File: config.mk
export PLATFORM = sky130hd
export DESIGN_NAME = uart_rx_flat
export DESIGN_NICKNAME = d
export VERILOG_FILES = /design/src/rtl/uart_rx_if.sv /design/src/rtl/uart_rx.sv /design/src/flat_wrapper.sv
export SDC_FILE = /design/constraint.sdc
export NUM_CORES = 1
export LEC_CHECK = 0
export BUFFER_PORTS_ARGS = -buffer_cell sky130_fd_sc_hd__buf_2
export CAP_MARGIN = 20
export CORE_ASPECT_RATIO = 0.8
export CORE_MARGIN = 10
export CORE_UTILIZATION = 54
export DETAILED_ROUTE_END_ITERATION = 16
export HOLD_SLACK_MARGIN = 0.03
export PLACE_DENSITY = 0.73
export SYNTH_ARGS = -nofsm -noshare
export SYNTH_HDL_FRONTEND = slang
export SYNTH_SLANG_ARGS = --single-unit
File: constraint.sdc
create_clock -name clk -period 2.41 [get_ports clk]
set_input_delay 0.1205 -clock clk [delete_from_list [all_inputs] [get_ports clk]]
set_output_delay 0.1205 -clock clk [all_outputs]
set_load 0.02 [all_outputs]
File: src/rtl/uart_rx_if.sv
// Consumer-side handshake of the UART receiver: received payload, status flags
// and the read acknowledge.
interface uart_rx_if #(
  parameter int DATA_BITS = 8
) ();
  logic                 rd;
  logic [DATA_BITS-1:0] data;
  logic                 valid;
  logic                 frame_err;
  logic                 overrun;

  modport master (
    input  rd,
    output data,
    output valid,
    output frame_err,
    output overrun
  );

  modport slave (
    output rd,
    input  data,
    input  valid,
    input  frame_err,
    input  overrun
  );
endinterface

File: src/rtl/uart_rx.sv
// UART receiver: 2-flop synchronised line, mid-bit sampling FSM, single-entry
// output buffer with read acknowledge, framing-error pulse and sticky overrun.
module uart_rx #(
  parameter int CLKS_PER_BIT = 434,
  parameter int DATA_BITS    = 8
) (
  input  logic      clk,
  input  logic      clr_n,
  input  logic      rx,
  uart_rx_if.master bus
);
  localparam int CNT_W = $clog2(CLKS_PER_BIT);
  localparam int BIT_W = $clog2(DATA_BITS + 1);

  localparam logic [CNT_W-1:0] HALF_LAST = CNT_W'(CLKS_PER_BIT / 2 - 1);
  localparam logic [CNT_W-1:0] BIT_LAST  = CNT_W'(CLKS_PER_BIT - 1);
  localparam logic [BIT_W-1:0] DATA_LAST = BIT_W'(DATA_BITS - 1);

  typedef enum logic [1:0] {IDLE, START, DATA, STOP} state_t;

  state_t               state_reg;
  logic [CNT_W-1:0]     cnt_reg;
  logic [BIT_W-1:0]     bit_cnt_reg;
  logic [DATA_BITS-1:0] shift_reg;
  logic [DATA_BITS-1:0] data_reg;
  logic                 valid_reg;
  logic                 frame_err_reg;
  logic                 overrun_reg;

  logic rx_meta_reg;
  logic rx_s_reg;
  logic rx_prev_reg;

  logic start_edge;
  logic stop_tick;
  logic byte_done;

  // Synchroniser plus one history flop for falling-edge detection; all idle high.
  always_ff @(posedge clk or negedge clr_n) begin
    if (!clr_n) begin
      rx_meta_reg <= 1'b1;
      rx_s_reg    <= 1'b1;
      rx_prev_reg <= 1'b1;
    end else begin
      rx_meta_reg <= rx;
      rx_s_reg    <= rx_meta_reg;
      rx_prev_reg <= rx_s_reg;
    end
  end

  assign start_edge = rx_prev_reg & ~rx_s_reg;
  assign stop_tick  = (state_reg == STOP) && (cnt_reg == BIT_LAST);
  assign byte_done  = stop_tick & rx_s_reg;

  always_ff @(posedge clk or negedge clr_n) begin
    if (!clr_n) begin
      state_reg     <= IDLE;
      cnt_reg       <= '0;
      bit_cnt_reg   <= '0;
      shift_reg     <= '0;
      data_reg      <= '0;
      valid_reg     <= 1'b0;
      frame_err_reg <= 1'b0;
      overrun_reg   <= 1'b0;
    end else begin
      frame_err_reg <= 1'b0;

      case (state_reg)
        IDLE: begin
          cnt_reg     <= '0;
          bit_cnt_reg <= '0;
          if (start_edge) state_reg <= START;
        end
        START: begin
          if (cnt_reg == HALF_LAST) begin
            cnt_reg   <= '0;
            state_reg <= rx_s_reg ? IDLE : DATA;
          end else begin
            cnt_reg <= cnt_reg + 1'b1;
          end
        end
        DATA: begin
          if (cnt_reg == BIT_LAST) begin
            cnt_reg   <= '0;
            shift_reg <= {rx_s_reg, shift_reg[DATA_BITS-1:1]};
            if (bit_cnt_reg == DATA_LAST) begin
              bit_cnt_reg <= '0;
              state_reg   <= STOP;
            end else begin
              bit_cnt_reg <= bit_cnt_reg + 1'b1;
            end
          end else begin
            cnt_reg <= cnt_reg + 1'b1;
          end
        end
        STOP: begin
          if (stop_tick) begin
            cnt_reg   <= '0;
            state_reg <= IDLE;
            if (!rx_s_reg) frame_err_reg <= 1'b1;
          end else begin
            cnt_reg <= cnt_reg + 1'b1;
          end
        end
        default: begin
          state_reg <= IDLE;
          cnt_reg   <= '0;
        end
      endcase

      // A completing byte takes priority over a plain read; a read on the
      // completion cycle frees the buffer for the new byte.
      if (byte_done) begin
        if (!valid_reg || bus.rd) begin
          data_reg  <= shift_reg;
          valid_reg <= 1'b1;
        end else begin
          overrun_reg <= 1'b1;
        end
      end else if (bus.rd && valid_reg) begin
        valid_reg   <= 1'b0;
        overrun_reg <= 1'b0;
      end
    end
  end

  assign bus.data      = data_reg;
  assign bus.valid     = valid_reg;
  assign bus.frame_err = frame_err_reg;
  assign bus.overrun   = overrun_reg;
endmodule

File: src/flat_wrapper.sv
// flat-port wrapper written by rule: the top's interface ports become plain ports
module uart_rx_flat 
#(
  parameter int CLKS_PER_BIT = 434,
  parameter int DATA_BITS    = 8
)
  (clk, clr_n, rx, bus_rd, bus_data, bus_valid, bus_frame_err, bus_overrun);
  uart_rx_if #(.DATA_BITS(DATA_BITS)) bus_i ();
  input  logic clk;
  input  logic clr_n;
  input  logic rx;
  input wire logic [$bits(bus_i.rd)-1:0] bus_rd;
  output wire logic [$bits(bus_i.data)-1:0] bus_data;
  output wire logic [$bits(bus_i.valid)-1:0] bus_valid;
  output wire logic [$bits(bus_i.frame_err)-1:0] bus_frame_err;
  output wire logic [$bits(bus_i.overrun)-1:0] bus_overrun;
  assign bus_i.rd = bus_rd;
  assign bus_data = bus_i.data;
  assign bus_valid = bus_i.valid;
  assign bus_frame_err = bus_i.frame_err;
  assign bus_overrun = bus_i.overrun;
  uart_rx #(.CLKS_PER_BIT(CLKS_PER_BIT), .DATA_BITS(DATA_BITS)) u_core (.clk(clk), .clr_n(clr_n), .rx(rx), .bus(bus_i));
endmodule
==> flow_summary.toml <==
[critical_path]
worstSetupPathType = "flip-flop to flip-flop"
slowest_stage = "or4_4"
arrival_ns = 2.36
crit_path_start_kind = "flip-flop"
crit_chain = "inv_1 -> ha_1 -> nand2b_1 -> or4_4 -> nor3_4 -> mux2_2"
crit_family = "simple AND/OR/NAND/NOR gates"
crit_required_ns = 2.58
cp_max_fo = 11
cp_slowest_stage_delay_ns = 0.51
worst_setup_path_end_kind = "flip-flop"
cp_num_buf_inv = 1

[floorplanning]
io_pins = 15
die_area_um2 = 5694
die_x_um = 81.90
dieHeight_um = 69.52
core_area_um2 = 2850
initial_utilization_pct = 58.08
row_count = 17

[timing]
drv_slew = 0
relSlewSlack_pct = 47.91
max_freq_ghz = 0.4582
clock_skew_ns = 0.003325
fin_crit_sh_pct = 90.55
tightest_slew_ns = 0.7814
fin_tns_setup_ns = 0
whs_ns = 0.1931
setup_violations = 0
hold_viol = 0
period_minus_slack_ns = 2.182
rsz0062_at_grt = "no"

[outcome]
status = "finished, final reports clean"

[detailed_routing]
viasPerCell = 5.442
vias = 1072
ant_nets = 0
drt_wl_total_mm = 2.864
drc_errors = 0
wl_per_cell_um = 14.54
detailedRoute.firstIterationViolations = 87
firstDrtPassIters = 3

[clock_network]
clk_path_buf_depth = 2
clkTransAtPathRegs_ns = 0.07
cts_sinks = 37
postCtsResizedCells = 0
cts_buffers = 5
h-tree-depth = 2
cts.root.buffer_cell = "clkbuf_8"
clkLatencyLatePin_ns = 0.29
cts_tree = "done"

[logic_synthesis]
yosysTopAreaCellShare_pct = 51.40
synthCells = 141
async_flop_share_pct = 100.0
synth.distinct_cells = 37
ys.flop_type = "dfrtp_1"
synth_area_leader_cell = "dfrtp_1"
syn_avg_cell_area_um2 = 11.74
synth_area_um2 = 1655
syn-num-nets = 149
synth-seq-cells = 37
seq_area_frac_synth_pct = 56.16
synth-edff-count = 0
ys_top_cells_by_area = "dfrtp_1 (51%), mux2_2 (11%), dfstp_2 (4.8%), nor2_1 (3.4%), ha_1 (3.0%)"
ys.warnings.count = 0

[pwr]
p_leak_uw = 0.0009307
p_per_area_nw_per_um2 = 767.2
peakVddDrop_uv = 491.7

[global_route]
grt_overflow_total = 0
grtUsageTotal_pct = 11.48
grt_max_degree = 38
first_global_vias = 1096
grt_pass1_wl_mm = 4.981
antenna_found_initial = 0

[final_layout]
finalNetCount = 166
areaGrowthSynthToFinish_pct = 14.36
drive_gt1_share_pct = 30.82
multi_input_area_um2 = 686.9
antennaDiodeCount = 0
seqCellArea_um2 = 929.6
largest_reg_flops = 9
fillers = 227

[hold_path]
hold_class = "primary input to flip-flop"

[place]
finalWeightedCongestion = 0.7781
portBuffers = 14
hpwl_mm = 2.031

[flow_run]
max-cap-violations = 0
==> cells in the final DEF (no fill, tap or decap), drive strengths merged, types with 3 or more instances in the layout <==
master	instances
xor2	3
nand2	11
dfrtp	34
mux2	16
nor2	15
and3	3
nand3	7
buf	15
xnor2	4
inv	3
ha	4
dfstp	3
clkbuf	6
==> cell families after synthesis <==
kind of cell	after synthesis	share of synthesized area (%)
AND/OR/NAND/NOR	53	17.38
flip-flops	37	56.16
multiplexers	16	10.88
AO/OA/AOI/OAI	14	6.501
buffers and inverters	10	2.343
XOR/XNOR	7	3.704
adder cells (fa/ha/maj)	4	3.024
==> synth_stat cells, drive strengths merged (2+ instances only) <==
library cell  instances
nor4                  2
dfstp                 3
inv                   3
nor2b                 2
xor2                  3
nand4                 2
nand3                 7
xnor2                 4
a221o                 2
nor2                 15
a21oi                 2
nor3                  2
dfrtp                34
clkbuf                6
ha                    4
nand3b                2
nand2                11
o21ai                 2
mux2                 16
nand2b                2
and3                  3
==> routing by layer <==
layer,up-vias,track usage (%),wire (um)
met2,14,17.27,1362
met1,526,13.31,1281
met5,-,0,0
li1,526,-,-
met4,0,6.742,69
met3,6,4.522,151
==> what timing repair did <==
item                                   in CTS  in global routing
setup buffers                               0                  0
hold buffers                                2                  0
endpoints found under the hold margin      35                  0
==> report_power, final <==
group          switching [uW]  internal (uW)
Combinational            83.0           67.3
Sequential               80.5            668
Clock                     217            336
Total                     381           1070
==> layout make-up <==
class | instances | area share, %
Sequential cell | 37 | 49.11
Multi-Input combinational cell | 94 | 36.29
Timing Repair Buffer | 17 | 5.155
Clock buffer | 6 | 4.362
Tap cell | 38 | 2.512
Clock inverter | 2 | 1.983
Inverter | 3 | 0.5948
==> tightest hold or removal path, stage by stage <==
cell     delay [ns]
buf_2          0.10
a21oi_1        0.12
or2_2          0.11
==> per-stage QoR <==
stage	utilization [%]	power, uW	setup WS (ns)	cells	area (um2)
3_3_place_gp	61.50	895.4	0.3265	187	1753
2_1_floorplan	-	861.6	0.4996	141	1655
3_5_place_dp	61.50	905.3	0.2282	187	1753
6_report	66.42	1452	0.2277	197	1893
4_1_cts	66.42	1469	0.2198	197	1893
5_1_grt	66.42	1545	0.1591	197	1893
==> worst paths after layout <==
check	from	endpoint	slack, ns	depth (start not counted)
max	u_core.cnt_reg[1]	u_core.bus.data[0]	0.23	6
min	bus_rd	u_core.bus.overrun	0.19	3
max reg2reg	u_core.cnt_reg[1]	u_core.bus.data[0]	0.23	6
min reg2reg	u_core.rx_meta_reg	u_core.rx_s_reg	0.36	0
max in group asynchronous	clr_n	u_core.shift_reg[4]	1.47	2
min in group asynchronous	clr_n	u_core.shift_reg[0]	0.44	2
No activity file was read; power rests on OpenSTA's default activity.
